## config.mk

```make
export PLATFORM = sky130hd
export DESIGN_NAME = switch_seq_puzzle
export DESIGN_NICKNAME = d
export VERILOG_FILES = /design/src/rtl/switch_pkg.sv /design/src/rtl/sw_debounce.sv /design/src/rtl/switch_seq_puzzle.sv
export SDC_FILE = /design/constraint.sdc
export NUM_CORES = 1
export LEC_CHECK = 0
export CORE_MARGIN = 1.5
export CORE_UTILIZATION = 70
export CTS_BUF_LIST = sky130_fd_sc_hd__clkbuf_8
export CTS_CLUSTER_DIAMETER = 100
export DETAILED_ROUTE_END_ITERATION = 6
export DONT_BUFFER_PORTS = 1
export PLACE_DENSITY = 0.95
export SKIP_CTS_REPAIR_TIMING = 1
export SYNTH_ARGS = -nofsm -noshare
export SYNTH_HDL_FRONTEND = slang
export SYNTH_SLANG_ARGS = --single-unit
```

## constraint.sdc

```tcl
create_clock -name Clk -period 4.2 [get_ports Clk]
set_clock_uncertainty 0.15 [all_clocks]
set_input_delay 0.84 -clock Clk [delete_from_list [all_inputs] [get_ports Clk]]
set_output_delay 0.84 -clock Clk [all_outputs]
set_load 0.05 [all_outputs]
```

## src/rtl/switch_pkg.sv

```systemverilog
// Shared types and width helpers for the switch-bank puzzle.
package switch_pkg;

  localparam int unsigned STATE_W = 2;

  typedef enum logic [STATE_W-1:0] {
    IDLE     = 2'd0,
    ACTIVE   = 2'd1,
    DEFUSED  = 2'd2,
    EXPLODED = 2'd3
  } state_t;

  // Index width for a table of n entries; never narrower than one bit.
  function automatic int unsigned step_w(input int unsigned n);
    return (n < 3) ? 1 : $clog2(n);
  endfunction

  // Width able to hold the values 0..n inclusive.
  function automatic int unsigned strike_w(input int unsigned n);
    return (n < 2) ? 1 : $clog2(n + 1);
  endfunction

  function automatic int unsigned num_w(input int unsigned n);
    return (n < 2) ? 1 : $clog2(n + 1);
  endfunction

  // LSB position of target k in the flattened pattern table.
  function automatic int unsigned tgt_lsb(input int unsigned k, input int unsigned w);
    return k * w;
  endfunction

endpackage

```

## src/rtl/sw_debounce.sv

```systemverilog
// Synchronises and debounces the switch bank; pulses move once per stable change.
module sw_debounce #(
  parameter int unsigned W          = 8,
  parameter int unsigned DEB_CYCLES = 200
) (
  input  logic         Clk,
  input  logic         rst,
  input  logic         load,
  input  logic [W-1:0] swline,
  output logic [W-1:0] committed,
  output logic         move
);

  localparam int unsigned CNT_W = (DEB_CYCLES < 2) ? 1 : $clog2(DEB_CYCLES);
  localparam logic [CNT_W-1:0] CNT_LAST = CNT_W'(DEB_CYCLES - 1);

  logic [W-1:0]     s1;
  logic [W-1:0]     s2;
  logic [W-1:0]     cand;
  logic [CNT_W-1:0] cnt;
  logic             clr_c;

  // A bounce, or sitting on the committed value, restarts the stability count.
  assign clr_c = (s2 != cand) || (s2 == committed);

  always_ff @(posedge Clk) begin
    if (rst) begin
      s1        <= '0;
      s2        <= '0;
      cand      <= '0;
      cnt       <= '0;
      committed <= '0;
      move      <= 1'b0;
    end else begin
      s1   <= swline;
      s2   <= s1;
      cand <= s2;
      move <= 1'b0;
      if (load) begin
        committed <= s2;
        cnt       <= '0;
      end else if (clr_c) begin
        cnt <= '0;
      end else if (cnt == CNT_LAST) begin
        move      <= 1'b1;
        committed <= s2;
        cnt       <= '0;
      end else begin
        cnt <= cnt + CNT_W'(1);
      end
    end
  end

endmodule

```

## src/rtl/switch_seq_puzzle.sv

```systemverilog
// Switch-bank sequence puzzle: judges each debounced move against the current target.
module switch_seq_puzzle
  import switch_pkg::*;
#(
  parameter int unsigned W           = 8,
  parameter int unsigned STEPS       = 4,
  parameter int unsigned DEB_CYCLES  = 200,
  parameter int unsigned MAX_STRIKES = 3
) (
  input  logic                            Clk,
  input  logic                            rst,
  input  logic                            arm,
  input  logic [STEPS*W-1:0]              exp_seq,
  input  logic [num_w(STEPS)-1:0]         num_steps,
  input  logic [W-1:0]                    swline,
  output logic [step_w(STEPS)-1:0]        step_idx,
  output logic [strike_w(MAX_STRIKES)-1:0] strikes,
  output logic                            strike_p,
  output logic                            busy,
  output logic                            boom,
  output logic                            done
);

  localparam int unsigned STEP_W = step_w(STEPS);
  localparam int unsigned STRK_W = strike_w(MAX_STRIKES);
  localparam int unsigned NUM_W  = num_w(STEPS);

  state_t              state;
  state_t              state_nxt;
  logic [STEPS*W-1:0]  exp_q;
  logic [STEP_W-1:0]   last_q;
  logic [W-1:0]        committed;
  logic                move;

  logic [STEP_W-1:0]   step_nxt;
  logic [STRK_W-1:0]   strikes_nxt;
  logic                strike_nxt;
  logic                boom_nxt;
  logic                done_nxt;
  logic                busy_nxt;

  logic                load_c;
  logic [NUM_W-1:0]    len_c;
  logic [W-1:0]        target_c;
  logic                hit_c;
  logic                last_c;
  logic [STRK_W-1:0]   strike_inc_c;
  logic                max_c;

  sw_debounce #(
    .W          (W),
    .DEB_CYCLES (DEB_CYCLES)
  ) u_deb (
    .Clk       (Clk),
    .rst       (rst),
    .load      (load_c),
    .swline    (swline),
    .committed (committed),
    .move      (move)
  );

  assign load_c       = (state == IDLE) && arm;
  assign target_c     = exp_q[tgt_lsb(32'(step_idx), W) +: W];
  assign hit_c        = (committed == target_c);
  assign last_c       = (step_idx == last_q);
  assign strike_inc_c = strikes + STRK_W'(1);
  assign max_c        = (strike_inc_c == STRK_W'(MAX_STRIKES));

  // Sequence length clamped into 1..STEPS.
  always_comb begin
    len_c = num_steps;
    if (num_steps == '0) begin
      len_c = NUM_W'(1);
    end else if (num_steps > NUM_W'(STEPS)) begin
      len_c = NUM_W'(STEPS);
    end
  end

  always_ff @(posedge Clk) begin
    if (rst) begin
      exp_q  <= '0;
      last_q <= '0;
    end else if (load_c) begin
      exp_q  <= exp_seq;
      last_q <= STEP_W'(len_c - NUM_W'(1));
    end
  end

  always_ff @(posedge Clk) begin
    if (rst) begin
      state    <= IDLE;
      step_idx <= '0;
      strikes  <= '0;
      strike_p <= 1'b0;
      busy     <= 1'b0;
      boom     <= 1'b0;
      done     <= 1'b0;
    end else begin
      state    <= state_nxt;
      step_idx <= step_nxt;
      strikes  <= strikes_nxt;
      strike_p <= strike_nxt;
      busy     <= busy_nxt;
      boom     <= boom_nxt;
      done     <= done_nxt;
    end
  end

  always_comb begin
    state_nxt = state;
    case (state)
      IDLE: begin
        if (arm) state_nxt = ACTIVE;
      end
      ACTIVE: begin
        if (move) begin
          if (hit_c && last_c)      state_nxt = DEFUSED;
          else if (!hit_c && max_c) state_nxt = EXPLODED;
        end
      end
      default: state_nxt = state;
    endcase
  end

  always_comb begin
    step_nxt    = step_idx;
    strikes_nxt = strikes;
    strike_nxt  = 1'b0;
    boom_nxt    = boom;
    done_nxt    = done;
    busy_nxt    = (state_nxt == ACTIVE);
    if (load_c) begin
      step_nxt    = '0;
      strikes_nxt = '0;
    end else if ((state == ACTIVE) && move) begin
      if (hit_c) begin
        if (last_c) done_nxt = 1'b1;
        else        step_nxt = step_idx + STEP_W'(1);
      end else begin
        strike_nxt  = 1'b1;
        strikes_nxt = strike_inc_c;
        if (max_c) boom_nxt = 1'b1;
      end
    end
  end

endmodule

```

Word-level counts from Yosys, hierarchy flattened
Index checks and enable logic that the tools add are counted.

storage, ports and cells
  flip-flop bits (word level) = 85
  input port bits = 46
  word-level logic and storage cells = 64
  output and inout bits = 8

operators by class
  bitwise logic cells = 4
  reductions and logical operators = 18
  shift operators = 1
  multiplexer cells = 12
  add/sub/neg operators = 4
  equal/unequal tests = 9
  $lt $le $gt $ge = 1

operator list
  operator               count
  $shiftx A32 B6 Y8      1
  $mux W8                3
  $eq A8 B8 Y1           2
  $mux W2                6
  $add A8 B1 Y8 const B  1
  $eq A8 B8 Y1 const B   1
  $ne A8 B8 Y1           1
  $reduce_and A4 Y1      2
  $reduce_or A3 Y1       2
  $add A2 B1 Y2 const B  2
  $eq A2 B1 Y1 const B   2
  $logic_and A1 B1 Y1    4
  $not A1 Y1             4
  $pmux W2 S2            1
  $reduce_and A2 Y1      2
  $reduce_or A4 Y1       1
  $gt A3 B3 Y1 const B   1
  $logic_not A3 Y1       1
  $reduce_and A3 Y1      1
  $eq A2 B2 Y1           1
  $eq A2 B2 Y1 const B   1
  $logic_not A2 Y1       1
  $mux W1                2
  $ne A2 B2 Y1 const B   1
  other kinds (5)        5

Longest topological paths before layout
  depth after elaboration = 9
  gate-level depth with buffers = 7
  mapped depth without buffers = 6

Modules after synthesis
Synthesis repeated with hierarchy kept, for this count alone.

second synthesis, totals
  cell total of the unflattened synthesis = 400
  area total of the unflattened synthesis = 3683.5 um2

by module, submodules not included
  module             sequential area each (um2)  cells an instance  area an instance (um2)  instances
  switch_seq_puzzle  880.8                       228                1941.9                  1
  sw_debounce        820.8                       172                1741.7                  1

Least setup slack after synthesis
No wires, ideal clock.

  path kind = reg2reg
  start point = register step_idx[0]
  end point = register step_idx[0]
  arrival time = 2548 ps
  data required time = 3980 ps
  buffers on the path = 1
  cell stages (with the launch flop) = 8
  slack = 1432 ps
  period minus slack after synthesis = 2768 ps
  cells stage by stage = dfxtp_1 buf_4 mux4_2 xnor2_1 nand4_1 or2_4 or4_1 a21boi_1

on the way
  cells in the longest elaborated chain, start to end = 3
  elaborated cells between the ends (all ways) = 6

ends and longest elaborated chain
  element                                            RTL line                                          RTL
  start: declaration                                 switch_seq_puzzle.sv:16                           output logic [step_w(STEPS)-1:0] step_idx,
  start signal: assignment                           switch_seq_puzzle.sv:100                          step_idx <= step_nxt;
  $shiftx A32 B6 Y8 or $eq A2 B2 Y1 (tied branches)  switch_seq_puzzle.sv:63, switch_seq_puzzle.sv:65
  $eq A8 B8 Y1 or $not A1 Y1 (tied branches)         n/a
  $reduce_and A3 Y1 (no line)                        n/a

Parallel ways exist; a longest one is shown, timed or not.
A chain may end at the register's enable or synchronous reset.

Final worst setup path
Ends and elaborated chain as after synthesis.

==> insert_results.sql <==
INSERT INTO impl_metrics (metric_group, metric, value, unit) VALUES
('floorplan', 'io_pins', '54', ''),
('routing', 'drt_drc_violations_left', '0', ''),
('synthesis', 'yosysSeqAreaShare', '51.0', '%'),
('synthesis', 'synth-simple-area-share', '20.5', '%'),
('synthesis', 'compound_cell_area_share_of_the_yosys_netlist', '7.61', '%'),
('floorplan', 'core_region_area', '0.00447', 'mm2'),
('finish', 'final_layout_size_suffix_gt1_share', '6.21', '%'),
('routing', 'dr.pass1.iters', '4', ''),
('global_route', 'first_global_vias', '2203', ''),
('timing', 'setup-violations-final', '0', ''),
('timing', 'maxClockFrequency', '328', 'MHz'),
('global_route', 'antenna_violations_before_repair', '0', ''),
('synthesis', 'synth_top_cells_by_area', 'dfxtp_1 (51%), nand2_1 (7.4%), mux4_1 (5.5%)', ''),
('timing', 'timing.final.crit_share', '72.6', '%'),
('timing', 'timing_worst_slew_pin_value', '0.953', 'ns'),
('clock_tree', 'cts_num_sinks', '85', ''),
('clock_tree', 'cts-root-to-sink-buffers', '2', ''),
('synthesis', 'synth_ff_type', 'dfxtp_1', ''),
('routing', 'wl_per_cell', '15.2', 'um'),
('routing', 'routed_via_density', '5.88', ''),
('place', 'hpwlAfterDp', '4.11', 'mm'),
('synthesis', 'yosys-mux-area-fraction', '8.58', '%'),
('synthesis', 'synth_enable_flop_cells', '0', ''),
('timing', 'timing.final.max_slew_violations', '0', ''),
('timing', 'fin_setup_tns', '0', 'ns'),
('timing', 'relSlewSlack', '36.4', '%'),
('finish', 'antenna_cells_inserted', '0', ''),
('synthesis', 'synth.largest_area_cell', 'dfxtp_1', ''),
('job', 'max_cap_violations', '0', ''),
('finish', 'layout.core_utilization', '79.7', '%'),
('synthesis', 'postSynthCellCount', '352', ''),
('routing', 'detail_route.wirelength', '6.16', 'mm'),
('synthesis', 'async_reset_ff_share', '0', '%'),
('clock_tree', 'tritoncts.num_buffers', '9', ''),
('clock_tree', 'cts-htree-levels', '3', ''),
('clock_tree', 'cts_tree', 'yes', ''),
('worst_setup_path', 'worstSetupEndpointType', 'flop', ''),
('worst_setup_path', 'worstPathMaxFanout', '13', ''),
('clock_tree', 'clk-insertion-delay-late', '0.36', 'ns'),
('timing', 'report.final.hold_viol_count', '0', ''),
('status', 'outcome', 'complete, no violations', ''),
('timing', 'setup_repair_after_global_routing_missed_its_margin', 'no', ''),
('synthesis', 'post_synth_fa_ha_maj_area_fraction', '0.749', '%'),
('routing', 'routed-via-count', '2388', ''),
('synthesis', 'post-synth-top-count-cell', 'dfxtp_1', ''),
('worst_setup_path', 'cp_data_required_time', '4.34', 'ns'),
('global_route', 'grt_pass1_wl', '9.80', 'mm'),
('clock_tree', 'clock_edge_transition_at_the_registers_on_the_reported_setup_and_hold_paths', '0.08', 'ns'),
('power', 'static-leakage-power', '1.39', 'nW'),
('finish', 'fill_cells', '270', ''),
('finish', 'finish.net_count', '397', ''),
('worst_setup_path', 'start_kind', 'flop', ''),
('synthesis', 'synthDominantCellAreaShare', '51.0', '%'),
('clock_tree', 'clk_tree_root_cell', 'clkbuf_8', ''),
('routing', 'drt_first_iter_violations', '109', ''),
('place', 'gp_routability_congestion', '0.818', ''),
('routing', 'antenna_violating_nets_post_route', '0', ''),
('worst_setup_path', 'worst_ep_arrival_time', '3.19', 'ns'),
('worst_hold_path', 'min-delay-path-class', 'reg2reg', ''),
('global_route', 'overflow', '0', ''),
('place', 'port-buffer-count', '0', ''),
('floorplan', 'floorplan.die_area', '0.00519', 'mm2'),
('floorplan', 'chipHeight', '72.1', 'um'),
('floorplan', 'initial_core_util', '74.6', '%'),
('timing', 'post-route-min-period', '3.05', 'ns'),
('synthesis', 'synth_nets', '400', ''),
('synthesis', 'synthXorXnorAreaFrac', '8.65', '%'),
('power', 'ir_drop', '394', 'uV'),
('global_route', 'grt_use_total', '25.2', '%'),
('synthesis', 'yosys_register_bits', '85', ''),
('global_route', 'largest_net_degree_at_the_start_of_global_routing', '73', ''),
('synthesis', 'total_standard_cell_area_after_synthesis', '0.00334', 'mm2'),
('floorplan', 'placement_rows', '24', ''),
('synthesis', 'ys_warn_count', '0', ''),
('finish', 'area_growth', '6.78', '%'),
('power', 'pwr_density_cell', '447', 'mW/mm2'),
('synthesis', 'post_synth.cell_area_avg', '9.49', 'um2'),
('synthesis', 'synthTopCellsByCount', 'dfxtp_1 (85), nand2_1 (66), a21oi_1 (34)', ''),
('synthesis', 'synthDistinctLibCells', '34', ''),
('worst_setup_path', 'timing.setup.critical_path_class', 'reg2reg', ''),
('synthesis', 'synth_top_family_by_area', 'simple AND/OR/NAND/NOR gates', ''),
('floorplan', 'die_w', '72.1', 'um');
==> registers in the layout (all words and copies together) (netlist names) <==
register and flops:
exp_q 32, u_deb.cand 8, u_deb.cnt 8, u_deb.committed 8
u_deb.s1 8, u_deb.s2 8, last_q 2, state 2
step_idx 2, strikes 2, boom 1, busy 1
done 1, strike_p 1, u_deb.move 1
==> placed cells by master (no fill, tap or decap), types with 5 or more instances in the layout <==
cell type	netlist	final
dfxtp_1	85	85
nand2_1	66	66
a21oi_1	34	34
nor2b_1	25	25
nor2_1	24	24
xnor2_1	19	19
xor2_1	14	14
nand3_1	9	9
clkbuf_8	0	9
mux2i_1	8	8
inv_1	6	7
mux4_1	7	7
nand4_1	5	5
==> power by group <==
group          internal (W)  switching [W]  total [W]
registers          0.000840      0.0000243   0.000864
logic             0.0000503      0.0000609   0.000111
clock network      0.000333       0.000286   0.000619
==> final cells by class <==
cell class / instances / area (um2) / share of cell area [%]
sequential: 85 / 1700 / 47.7
clock inverter: 7 / 90.1 / 2.53
clock buffer: 9 / 124 / 3.47
inverter: 6 / 22.5 / 0.632
tap: 52 / 65.1 / 1.82
timing repair buffer: 3 / 22.5 / 0.632
multi-input combinational: 244 / 1540 / 43.2
==> per-stage QoR <==
stage	total power (W)	cell area [um2]	hold slack (ns)	setup WS (ns)	std cells
final	0.00159	3570	0.293	1.15	406
after global routing	0.00165	3570	0.312	0.937	406
after CTS	0.00160	3570	0.290	1.12	406
after detailed placement	0.000992	3350	0.270	1.15	390
after global placement	0.000986	3350	0.268	1.22	390
after floorplan	0.000977	3340	0.263	1.43	352
==> critical path, cell delays in order, from the launching register on <==
cell and delay, ns:
dfxtp_1 0.95, mux4_1 0.67, xnor2_1 0.15, nand4_1 0.15, or2_4 0.30, or4_1 0.47
a21boi_1 0.14
==> metal layers <==
| metal | part of all wire (%) | GRT usage (%) | up-vias | wire, um |
|---|---|---|---|---|
| li1 | - | - | 1178 | - |
| met1 | 42 | 30.7 | 1119 | 2610 |
| met2 | 50 | 39.8 | 77 | 3050 |
| met3 | 5.9 | 8.33 | 14 | 365 |
| met4 | 2.2 | 13.6 | 0 | 138 |
| met5 | 0 | 0 | - | 0 |
==> cell families (layout without fill, tap and decap cells) <==
logic type      Yosys count  in the layout
compound gates           46             46
mux                      16             16
flops                    85             85
buf+inv                  23             25
xor+xnor                 33             33
simple gates            147            147
fa+ha+maj                 2              2
==> final timing paths <==
path / from / to / slack [ns] / depth (start not counted)
worst max-delay path: step_idx[0] / step_idx[0] / 1.15 / 6
worst min-delay path: u_deb.s1[6] / u_deb.s2[6] / 0.29 / 1
worst max register to register: step_idx[0] / step_idx[0] / 1.15 / 6
worst min register to register: u_deb.s1[6] / u_deb.s2[6] / 0.29 / 1
Power figures use the tool's default switching activity.
